## src/rtl/sevenseg_scan_driver.sv

```systemverilog
// Time-multiplexed driver for a common-anode seven-segment display.
// It scans one digit per refresh slot and blanks the start of each slot to stop ghosting.
module sevenseg_scan_driver #(
    parameter int N_DIGITS     = 8,
    parameter int REFRESH_DIV  = 100000,
    parameter int BLANK_CYCLES = 1000
) (
    input  logic                  clk,
    input  logic                  rst_n,
    input  logic [4*N_DIGITS-1:0] value,
    input  logic [N_DIGITS-1:0]   dp_in,
    input  logic [N_DIGITS-1:0]   digit_en,
    input  logic                  lz_blank,
    input  logic                  update,
    output logic [N_DIGITS-1:0]   an,
    output logic [6:0]            sevenseg,
    output logic                  dp
);

    localparam int IDX_W = (N_DIGITS > 1) ? $clog2(N_DIGITS) : 1;
    localparam int PRE_W = $clog2(REFRESH_DIV);
    localparam logic [PRE_W-1:0] PRE_MAX   = PRE_W'(REFRESH_DIV - 1);
    localparam logic [IDX_W-1:0] IDX_MAX   = IDX_W'(N_DIGITS - 1);
    localparam logic [PRE_W:0]   BLANK_LIM = (PRE_W + 1)'(BLANK_CYCLES);

    function automatic logic [6:0] hex7(input logic [3:0] nib);
        logic [6:0] seg;
        case (nib)
            4'h0:    seg = 7'b0000001;
            4'h1:    seg = 7'b1001111;
            4'h2:    seg = 7'b0010010;
            4'h3:    seg = 7'b0000110;
            4'h4:    seg = 7'b1001100;
            4'h5:    seg = 7'b0100100;
            4'h6:    seg = 7'b0100000;
            4'h7:    seg = 7'b0001111;
            4'h8:    seg = 7'b0000000;
            4'h9:    seg = 7'b0001100;
            4'hA:    seg = 7'b0001000;
            4'hB:    seg = 7'b1100000;
            4'hC:    seg = 7'b0110001;
            4'hD:    seg = 7'b1000010;
            4'hE:    seg = 7'b0110000;
            4'hF:    seg = 7'b0111000;
            default: seg = 7'b1111111;
        endcase
        return seg;
    endfunction

    logic [PRE_W-1:0]      presc_q, presc_d;
    logic [IDX_W-1:0]      idx_q, idx_d;
    logic [4*N_DIGITS-1:0] val_sh_q, val_sh_d;
    logic [N_DIGITS-1:0]   dp_sh_q, dp_sh_d;
    logic [N_DIGITS-1:0]   en_sh_q, en_sh_d;
    logic [N_DIGITS-1:0]   an_q, an_d;
    logic [6:0]            seg_q, seg_d;
    logic                  dp_q, dp_d;

    logic [N_DIGITS-1:0]   sel_s;
    logic [N_DIGITS-1:0]   vis_s;
    logic [3:0]            nib_s;
    logic                  vis_cur_s;
    logic                  dp_cur_s;
    logic                  lz_run_s;
    logic                  blank_s;

    // Prescaler wrap advances the slot index; every digit gets a slot even when disabled
    always_comb begin
        presc_d = presc_q;
        idx_d   = idx_q;
        if (presc_q == PRE_MAX) begin
            presc_d = '0;
            if (idx_q == IDX_MAX) begin
                idx_d = '0;
            end else begin
                idx_d = idx_q + IDX_W'(1);
            end
        end else begin
            presc_d = presc_q + PRE_W'(1);
        end
    end

    // Shadow registers load only on the update strobe
    always_comb begin
        val_sh_d = val_sh_q;
        dp_sh_d  = dp_sh_q;
        en_sh_d  = en_sh_q;
        if (update) begin
            val_sh_d = value;
            dp_sh_d  = dp_in;
            en_sh_d  = digit_en;
        end else begin
            val_sh_d = val_sh_q;
            dp_sh_d  = dp_sh_q;
            en_sh_d  = en_sh_q;
        end
    end

    // Zero run scanned from the most significant digit down decides leading-zero suppression
    always_comb begin
        sel_s     = '0;
        vis_s     = '0;
        nib_s     = 4'h0;
        vis_cur_s = 1'b0;
        dp_cur_s  = 1'b0;
        lz_run_s  = 1'b1;
        for (int k = N_DIGITS - 1; k >= 0; k--) begin
            lz_run_s = lz_run_s & (val_sh_q[4*k +: 4] == 4'h0);
            vis_s[k] = en_sh_q[k] & ~(lz_blank & lz_run_s & (k != 0));
            sel_s[k] = (idx_q == IDX_W'(k));
        end
        for (int k = 0; k < N_DIGITS; k++) begin
            nib_s     = nib_s | (val_sh_q[4*k +: 4] & {4{sel_s[k]}});
            vis_cur_s = vis_cur_s | (vis_s[k] & sel_s[k]);
            dp_cur_s  = dp_cur_s | (dp_sh_q[k] & sel_s[k]);
        end
    end

    // Next output pattern for the current (slot, prescaler) position
    always_comb begin
        an_d    = '1;
        seg_d   = 7'b1111111;
        dp_d    = 1'b1;
        blank_s = ({1'b0, presc_q} < BLANK_LIM);
        if (!blank_s && vis_cur_s) begin
            an_d  = ~sel_s;
            seg_d = hex7(nib_s);
            dp_d  = ~dp_cur_s;
        end else begin
            an_d  = '1;
            seg_d = 7'b1111111;
            dp_d  = 1'b1;
        end
    end

    // State, shadow and output registers
    always_ff @(posedge clk or negedge rst_n) begin
        if (!rst_n) begin
            presc_q  <= '0;
            idx_q    <= '0;
            val_sh_q <= '0;
            dp_sh_q  <= '0;
            en_sh_q  <= '0;
            an_q     <= '1;
            seg_q    <= 7'b1111111;
            dp_q     <= 1'b1;
        end else begin
            presc_q  <= presc_d;
            idx_q    <= idx_d;
            val_sh_q <= val_sh_d;
            dp_sh_q  <= dp_sh_d;
            en_sh_q  <= en_sh_d;
            an_q     <= an_d;
            seg_q    <= seg_d;
            dp_q     <= dp_d;
        end
    end

    assign an       = an_q;
    assign sevenseg = seg_q;
    assign dp       = dp_q;

endmodule

```

## config.mk

```make
export PLATFORM = sky130hd
export DESIGN_NAME = sevenseg_scan_driver
export DESIGN_NICKNAME = d
export VERILOG_FILES = /design/src/rtl/sevenseg_scan_driver.sv
export SDC_FILE = /design/constraint.sdc
export NUM_CORES = 1
export LEC_CHECK = 0
export BUFFER_PORTS_ARGS = -buffer_cell sky130_fd_sc_hd__buf_2
export CORE_ASPECT_RATIO = 2
export CORE_MARGIN = 2
export CORE_UTILIZATION = 50
export CTS_BUF_LIST = sky130_fd_sc_hd__clkbuf_8
export CTS_CLUSTER_DIAMETER = 30
export DETAILED_ROUTE_END_ITERATION = 8
export PLACE_DENSITY = 0.72
export RECOVER_POWER = 100
export SYNTH_ARGS = -nofsm -noshare
export SYNTH_HDL_FRONTEND = slang
export SYNTH_SLANG_ARGS = --single-unit
```

## constraint.sdc

```tcl
create_clock -name clk -period 4.15 [get_ports clk]
set_input_delay 0.415 -clock clk [delete_from_list [all_inputs] [get_ports clk]]
set_output_delay 0.415 -clock clk [all_outputs]
set_load 0.01 [all_outputs]
```

==> metrics.md, run 1 <==
| Metric | Value |
|---|---|
| Status | finished, violations left |
| Failing checks | capacitance limit, slew limit |
| Max-slew violations | 135 |
| Clock-pin slew on the worst setup and hold paths | 0.08 ns |
| VDD IR-drop max | 0.183 mV |
| HP Class | in -> reg |
| Die Span X | 67.5 um |
| Most frequent cells in the layout | dfrtp_1, buf_2, mux2_2, nand2_1, clkbuf_1 |
| Ys async rst share | 100% |
| Cts repair resizes | 0 |
| Worst Setup End Kind | flop |
| Total wire length | 8.54 mm |
| Vias in the first global route | 2825 |
| Largest net degree at the start of global routing | 85 |
| Drt first pass iters | 5 |
| Antenna violations before repair | 0 |
| #FFs+latches synth | 84 |
| First-pass GRT wire length | 13.6 mm |
| Endpoints failing hold | 0 |
| Max Cap Viol | 2 |
| Cell Pwr Density | 364 nW/um^2 |
| Min Tclk post-route | 3.45 ns |
| Worst path arrival time | 3.71 ns |
| Slew @ Worst Pin | 2.43 ns |
| Area growth syn-to-layout | 12.5% |
| Core Rows | 46 |
| Unique masters post-synth | 54 |
| Sequential area share after synthesis | 52.6% |
| Commonest non-fill, non-tap cell in the layout | dfrtp_1 |
| Skew-Pair Late Insertion Delay | 0.36 ns |
| DP HPWL | 6.45 mm |
| CTS tree | done |
| Placer Congestion | 0.901 |
| I/O Pins | 68 |
| Yosys warns | 0 |
| Placeable Area | 7890 um^2 |
| Post-route ant nets | 0 |
| Hold slack | 0.278 ns |
| GR Overflow Total | 0 |
| TritonCTS Sinks | 84 |
| Worst setup SP type | flop |
| Clock root buffer | clkbuf_8 |
| Die height | 131 um |
| Fin Clk Skew | 0.0124 ns |
| Clock Tree Buf Depth | 2 |
| Post-DP Area | 4400 um^2 |
| RSZ-0062 raised after global routing | false |
| Crit share post-route | 83.1% |
| Number of fill cells | 677 |
| Ant diodes | 0 |
| Relative slew slack | -62.1% |
| Die Area | 8850 um^2 |
| Post-Place Cells | 464 |
| Iter 0 DRT Violations | 142 |
| Design area | 4540 um^2 |
| Cts bufs inserted | 9 |
| Synthesized net count | 382 |
| WS Path Type | reg -> reg |
| Via count | 2745 |
| Wire length per cell | 17.8 um |
| Share of layout cells above drive strength 1 | 38.3% |
| Flop2flop setup slack | 0.70 ns |
| Non-Filler Instances | 480 |
| Post-synth EDFFs | 0 |
| GRT Total Usage | 21.3% |
| Mapped Area | 4040 um^2 |
| Vias per inst | 5.72 |
| Syn Inst Count | 317 |
| Htree depth | 3 |
| Peak Freq | 290 MHz |
| Nets | 444 |
| Post-CTS Setup Bufs | 0 |
| Avg Inst Size Synth | 12.7 um^2 |
| Hold_buf cts | 0 |
| Primary FF master, synth | dfrtp_1 |
| Crit Path Max Fanout | 14 |
| Final Setup Violations | 0 |
| Setup TNS | 0 ns |
| Initial Utilization | 51.2% |
| Worst endpoint required time | 4.41 ns |
| I/O Buffers | 67 |
| Tot Pwr | 1660 uW |
| DRC Markers | 0 |
| LEAKAGE | 0.00198 uW |
==> power breakdown <==
part	switching (uW)	internal (uW)
Combinational	80.6	87.2
Clock	272	306
Sequential	43.7	866
Total	396	1260
==> area by class of cell <==
class	count	area, um^2	area share, %
multi-input combinational	210	1750	38.5
sequential	84	2120	46.7
inverter	7	33.8	0.744
clock buffer	11	151	3.33
timing repair buffer	67	314	6.91
tap	96	120	2.64
clock inverter	5	51.3	1.13
==> critical path, stage by stage (launching register included) <==
cell      delay [ns]
dfrtp_1         0.40
inv_1           0.09
ha_1            0.42
a222oi_1        0.52
mux2i_1         0.16
a221oi_1        0.75
inv_1           0.20
ha_1            0.32
a221oi_1        0.35
o211ai_1        0.14
==> final timing paths <==
check                             from           end  cells past startpoint
setup / recovery              idx_q[0]   sevenseg[6]                      9
hold / removal             digit_en[0]    en_sh_q[0]                      3
setup reg to reg              idx_q[0]   sevenseg[6]                      9
hold reg to reg             presc_q[0]    presc_q[0]                      1
max in group asynchronous        rst_n    en_sh_q[2]                      1
min in group asynchronous        rst_n  val_sh_q[17]                      1
==> registers in the layout, summed over array words and instances, names as in the netlist <==
name      flops
val_sh_q     32
presc_q      17
an            8
dp_sh_q       8
en_sh_q       8
sevenseg      7
idx_q         3
dp            1
==> layer usage <==
layer | up-vias | routed length (um) | global-route usage, %
li1 | 1290 | - | -
met1 | 1363 | 2840 | 21.3
met2 | 69 | 4980 | 38.7
met3 | 23 | 395 | 4.70
met4 | 0 | 325 | 12.7
met5 | - | 0 | 0
==> cells by family (layout without fill, tap and decap cells) <==
kind of cell,count (synthesis),in the layout,synth area share [%]
flip-flops,84,84,52.6
AND/OR/NAND/NOR,84,84,11.9
multiplexers,54,54,14.9
AO/OA/AOI/OAI,45,45,10.4
buffers and inverters,23,90,3.19
XOR/XNOR,14,14,3.04
adder cells (fa/ha/maj),13,13,4.03
==> synthesized netlist by cell type (all sizes together) (3+ instances only) <==
master	number	area, um^2
o211ai	3	27.5
a21oi	5	28.8
a22oi	5	37.5
or3	3	18.8
a221oi	3	45.0
a222oi	6	60.1
nor2b	3	18.8
nand4	6	43.8
nand2	21	88.8
nor2	13	48.8
xnor2	7	61.3
mux2	48	541
buf	14	87.6
ha	13	163
nor4	9	77.6
o21ai	8	40.0
inv	7	33.8
nand3	18	105
mux2i	6	60.1
dfrtp	68	1700
and3	5	31.3
dfstp	16	420
xor2	7	61.3
==> stage by stage <==
stage	util [%]	setup slack (ns)
after floorplan	-	1.65
after global placement	55.8	1.17
after detailed placement	55.8	1.07
after CTS	58.4	1.05
after global routing	57.6	0.460
final	57.6	0.700
Note: power is estimated with default switching activity, not from simulation.
==> inputs of run 2 (changes only) <==
--- a/config.mk
+++ b/config.mk
@@ -5,6 +5,7 @@
 export SDC_FILE = /design/constraint.sdc
 export NUM_CORES = 1
 export LEC_CHECK = 0
+export ABC_AREA = 1
 export BUFFER_PORTS_ARGS = -buffer_cell sky130_fd_sc_hd__buf_2
 export CORE_ASPECT_RATIO = 2
 export CORE_MARGIN = 2
==> constraint.sdc (replaced) <==
create_clock -name clk -period 3.55 [get_ports clk]
set_input_delay 0.355 -clock clk [delete_from_list [all_inputs] [get_ports clk]]
set_output_delay 0.355 -clock clk [all_outputs]
set_load 0.01 [all_outputs]
==> metrics.md, run 2 <==
| Metric | Value |
|---|---|
| #FFs+latches synth | 84 |
| GR Overflow Total | 0 |
| Commonest non-fill, non-tap cell in the layout | nand2_1 |
| CP max stage delay | 1.89 ns |
| Post-synth EDFFs | 0 |
| Post-CTS Setup Bufs | 0 |
| Ant diodes | 0 |
| Failing checks | capacitance limit, slew limit |
| Placer Congestion | 0.922 |
| Cts bufs inserted | 9 |
| Flop2flop setup slack | 1.06 ns |
| Via count | 3630 |
| Max-slew violations | 146 |
| Most frequent cells in the layout | nand2_1, dfrtp_1, inv_1, nor2_1, buf_2 |
| Synth area leader | dfrtp_1 |
| Relative slew slack | -76.1% |
| Nets | 628 |
| Clock Tree Buf Depth | 2 |
| Cts repair resizes | 0 |
| Cell Pwr Density | 387 nW/um^2 |
| Area growth syn-to-layout | 12.4% |
| Top-count cell post-synth | nand2_1 |
| Die height | 135 um |
| Sequential area share after synthesis | 49.7% |
| Worst Setup End Kind | flop |
| Hold path endpoint | val_sh_q[22] |
| Die Area | 9340 um^2 |
| Clock-pin slew on the worst setup and hold paths | 0.09 ns |
| Peak Freq | 371 MHz |
| Die Span X | 69.3 um |
| DP HPWL | 8.53 mm |
| Min Tclk post-route | 2.70 ns |
| Mapped Area | 4270 um^2 |
| Slew @ Worst Pin | 2.64 ns |
| Syn Inst Count | 496 |
| Crit path cell chain | buf_2 -> clkbuf_1 -> mux2_2 |
| Clock root buffer | clkbuf_8 |
| Largest net degree at the start of global routing | 85 |
| I/O Pins | 68 |
| Reg-to-Reg Start | idx_q[0] |
| GRT Total Usage | 25.1% |
| Post-route ant nets | 0 |
| Status | finished, violations left |
| Share of layout cells above drive strength 1 | 21.3% |
| Unique masters post-synth | 33 |
| I/O Buffers | 67 |
| Post-synth top cells | nand2_1, dfrtp_1, inv_1, nor2_1, nand3_1 |
| Top delay family on crit path | buffers and inverters |
| Hold Path Depth | 3 |
| Post-synth top area share | 39.9% |
| RSZ-0062 raised after global routing | false |
| Synth area leaders | dfrtp_1, dfstp_2, nand2_1, mux2_2, inv_1 |
| Crit Path Max Fanout | 60 |
| Hold_sp | value[22] |
| Primary FF master, synth | dfrtp_1 |
| Synthesized net count | 561 |
| FF-to-FF End | sevenseg[3] |
| Drt first pass iters | 5 |
| LEAKAGE | 0.00235 uW |
| Worst endpoint required time | 3.80 ns |
| First-pass GRT wire length | 18.0 mm |
| Biggest register | val_sh_q |
| Endpoints failing hold | 0 |
| Largest registers | val_sh_q (32), presc_q (17) |
| Total wire length | 11.0 mm |
| Final Setup Violations | 0 |
| Fin Clk Skew | 0.0119 ns |
| Setup TNS | 0 ns |
| Vias per inst | 5.45 |
| Max Cap Viol | 2 |
| Ys async rst share | 100% |
| Skew-Pair Late Insertion Delay | 0.37 ns |
| Hold_buf cts | 0 |
| Vias in the first global route | 3847 |
| Register-to-Register Path Depth | 17 |
| Number of flip-flops in the largest register | 32 |
| Core Rows | 47 |
| WS Path Type | in -> reg |
| HP Class | in -> reg |
| CP bufs+invs | 2 |
| Iter 0 DRT Violations | 295 |
| Worst setup SP type | input pin |
| Placeable Area | 8290 um^2 |
| Yosys warns | 0 |
| VDD IR-drop max | 0.226 mV |
| Crit share post-route | 76.0% |
| TritonCTS Sinks | 84 |
| Tot Pwr | 1860 uW |
| Slowest cell on the critical path | clkbuf_1 |
| Wire length per cell | 16.5 um |
| Initial Utilization | 51.5% |
| DRC Markers | 0 |
| Avg Inst Size Synth | 8.61 um^2 |
| Htree depth | 3 |
| Worst path arrival time | 2.95 ns |
| CTS tree | done |
| Antenna violations before repair | 0 |
run 2: cell count changes in the layout (fill, tap and decap cells not counted), moves of 5 or more:
cell | previous run | this run
a222oi_1 | 6 | 0
mux2i_1 | 6 | 0
nand2_1 | 17 | 112
inv_1 | 7 | 67
xnor2_1 | 7 | 0
nor3_1 | 1 | 9
nor2_1 | 13 | 50
nand3_1 | 15 | 41
mux2_2 | 48 | 26
a22oi_1 | 5 | 0
o21ai_0 | 7 | 35
nand4_1 | 5 | 12
run 2: tightest hold or removal path: cells and delay by family:
family                 cells  cell delay (ns)
AO/OA/AOI/OAI              1             0.06
buffers and inverters      1             0.07
AND/OR/NAND/NOR            1             0.04
run 2: cell families after synthesis:
| family | count (synthesis) | share of synthesized area, % |
|---|---|---|
| and+or+nand+nor | 241 | 25.6 |
| DFF | 84 | 49.7 |
| buffers and inverters | 81 | 7.41 |
| adders and majority gates | 13 | 3.81 |
| xor gates and xnor gates | 5 | 1.03 |
| muxes | 26 | 6.86 |
| AOI/OAI and AO/OA | 46 | 5.63 |
run 2: metal layers:
metal	share of wire, %	vias up	track usage, %	routed length [um]
met2	57	122	47.8	6260
li1	-	1733	-	-
met1	33	1718	23.3	3620
met4	6.6	0	17.2	725
met3	3.6	57	4.93	391
met5	0	-	0	0
run 2: power breakdown:
part	total [uW]	leakage, uW	internal [uW]	switching (uW)
clock network	586	0.0000874	245	341
logic	225	0.00125	89.1	136
registers	1050	0.00100	1010	37.9
run 2: worst max path at each step:
stage	from	endpoint	slack [ns]	cells after the start
floorplan	idx_q[0]	sevenseg[3]	1.39	15
global placement	idx_q[0]	sevenseg[3]	1.20	17
detailed placement	idx_q[0]	sevenseg[3]	1.07	17
CTS	idx_q[0]	sevenseg[3]	1.06	17
global route	update	val_sh_q[14]	0.48	3
finish	update	dp_sh_q[6]	0.85	3
run 2: cell type report:
class / count / area (um^2)
Multi-Input combinational cell: 331 / 1810
Timing Repair Buffer: 68 / 319
Sequential cell: 84 / 2120
Fill cell: 758 / 3490
Clock inverter: 7 / 37.5
Inverter: 69 / 259
Clock buffer: 9 / 124
Tap cell: 98 / 123
run 2: stage by stage:
stage               setup slack [ns]  hold WS (ns)  util [%]  cell area [um^2]  std cells
floorplan                       1.39        0.0594         -              4270        496
global placement                1.20         0.443      56.4              4680        650
detailed placement              1.07         0.464      56.4              4680        650
CTS                             1.06         0.178      58.4              4840        666
global route                   0.479         0.184      57.9              4800        666
finish                         0.853         0.188      57.9              4800        666
==> inputs of run 3 (changes only) <==
==> constraint.sdc (replaced) <==
create_clock -name clk -period 2.5 [get_ports clk]
set_input_delay 0.25 -clock clk [delete_from_list [all_inputs] [get_ports clk]]
set_output_delay 0.25 -clock clk [all_outputs]
set_load 0.01 [all_outputs]
==> metrics.md, run 3 (synthesized netlist as in run 2, its figures left out) <==
| Metric | Value |
|---|---|
| I/O Buffers | 67 |
| Placeable Area | 8290 um^2 |
| Post-CTS Setup Bufs | 0 |
| Die height | 135 um |
| Endpoints failing hold | 0 |
| Largest net degree at the start of global routing | 71 |
| RSZ-0062 raised after global routing | false |
| Cell Pwr Density | 604 nW/um^2 |
| Worst setup SP type | flop |
| Skew-Pair Late Insertion Delay | 0.37 ns |
| Clock-pin slew on the worst setup and hold paths | 0.09 ns |
| Combinational share of power | 10.7% |
| Total wire length | 11.2 mm |
| Via count | 3640 |
| Wire length per cell | 16.7 um |
| P_sw | 737 uW |
| Vias in the first global route | 3849 |
| Initial Utilization | 51.5% |
| VDD IR-drop max | 0.389 mV |
| I/O Pins | 68 |
| Antenna violations before repair | 0 |
| Pint | 2250 uW |
| GR Overflow Total | 0 |
| Peak Freq | 431 MHz |
| Relative slew slack | 11.0% |
| Die Area | 9340 um^2 |
| HP Class | in -> reg |
| Number of flip-flops in the largest register | 32 |
| Worst endpoint required time | 2.78 ns |
| Sequential fraction of design power | 49.8% |
| Die Span X | 69.3 um |
| Design area | 4940 um^2 |
| Post-route ant nets | 0 |
| Area growth syn-to-layout | 15.8% |
| Biggest register | val_sh_q |
| Final Setup Violations | 0 |
| GRT Total Usage | 25.3% |
| Nets | 634 |
| Hold slack | 0.0891 ns |
| DP HPWL | 8.56 mm |
| Clock Tree Buf Depth | 2 |
| Non-Filler Instances | 672 |
| Slew @ Worst Pin | 1.34 ns |
| Cts bufs inserted | 9 |
| Worst Setup End Kind | flop |
| Status | finished clean |
| Crit share post-route | 92.7% |
| LEAKAGE | 0.00242 uW |
| Most frequent cells in the layout | nand2_1, dfrtp_1, inv_1, buf_2, nor2_1 |
| Clock share of power | 39.5% |
| Ant diodes | 0 |
| Clock root buffer | clkbuf_8 |
| Finished Core Util | 59.6% |
| Min Tclk post-route | 2.32 ns |
| Commonest non-fill, non-tap cell in the layout | nand2_1 |
| Max-slew violations | 0 |
| Max Cap Viol | 0 |
| Fin Clk Skew | 0.0117 ns |
| Setup TNS | 0 ns |
| Switching share of power | 24.7% |
| Core Rows | 47 |
| DRC Markers | 0 |
| CTS tree | done |
| Placer Congestion | 1.01 |
| Post-DP Area | 4740 um^2 |
| Crit Path Max Fanout | 16 |
| Largest registers | val_sh_q (32), presc_q (17) |
| Share of layout cells above drive strength 1 | 22.6% |
| Number of fill cells | 758 |
| Vias per inst | 5.42 |
| Drt first pass iters | 4 |
| Iter 0 DRT Violations | 222 |
| TritonCTS Sinks | 84 |
| Post-Place Cells | 655 |
| First-pass GRT wire length | 18.0 mm |
| WS Path Type | reg -> reg |
| Worst path arrival time | 2.60 ns |
| Htree depth | 3 |
-- run 3: timing repair --
item / CTS / global route
resized for setup: 0 / 1
endpoints found under the setup margin: 0 / 1
hold buffers: 1 / 0
endpoints found under the hold margin: 24 / 0
-- run 3: layout make-up --
cell class / count / area, um^2 / area share (%)
inverters: 69 / 259 / 5.24
repair buffers: 74 / 362 / 7.32
well taps: 98 / 123 / 2.48
clock inverters: 6 / 111 / 2.25
flip-flops and latches: 84 / 2120 / 42.9
multi-input cells: 331 / 1830 / 37.0
clock buffers: 10 / 138 / 2.78
-- run 3: final timing paths --
kind                       startpoint  slack [ns]  depth (start not counted)      endpoint
setup / recovery             idx_q[0]        0.18                         11         an[7]
hold / removal              value[20]        0.09                          3  val_sh_q[20]
setup reg to reg             idx_q[0]        0.18                         11         an[7]
hold reg to reg            presc_q[0]        0.46                          1    presc_q[0]
max in group asynchronous       rst_n        0.44                          3   presc_q[10]
min in group asynchronous       rst_n        0.56                          2  val_sh_q[22]
-- run 3: metrics by stage --
step	setup slack [ns]	power, uW
floorplan	0.341	1690
detailed placement	0.287	1830
finish	0.182	2990
CTS	0.244	3020
global placement	0.321	1830
global route	0.00115	3110
-- run 3: metal layers --
metal / global-route usage, % / up-vias / part of all wire [%] / wire length, um
met1: 23.4 / 1715 / 32 / 3610
li1: - / 1736 / - / -
met4: 21.1 / 0 / 8.9 / 999
met3: 4.78 / 59 / 3.9 / 432
met5: 0 / - / 0 / 0
met2: 46.6 / 130 / 55 / 6150
-- run 3: power groups by stage --
stage                     Combinational (uW)  Clock [uW]  Sequential [uW]
after floorplan                          199           0             1490
after global placement                   318           0             1510
after detailed placement                 323           0             1510
after CTS                                327        1210             1490
after global routing                     362        1250             1490
final                                    320        1180             1490
-- run 3: critical path, stage by stage, from the launching register on --
cell and delay [ns]:
dfrtp_1 0.42, ha_1 0.24, ha_1 0.28, nand2_1 0.10, inv_1 0.04, nand2_1 0.05, nand2_1 0.04, nor2_1 0.10
nand3_1 0.08, nor2_1 0.08, nand3_1 0.47, nand3_1 0.33
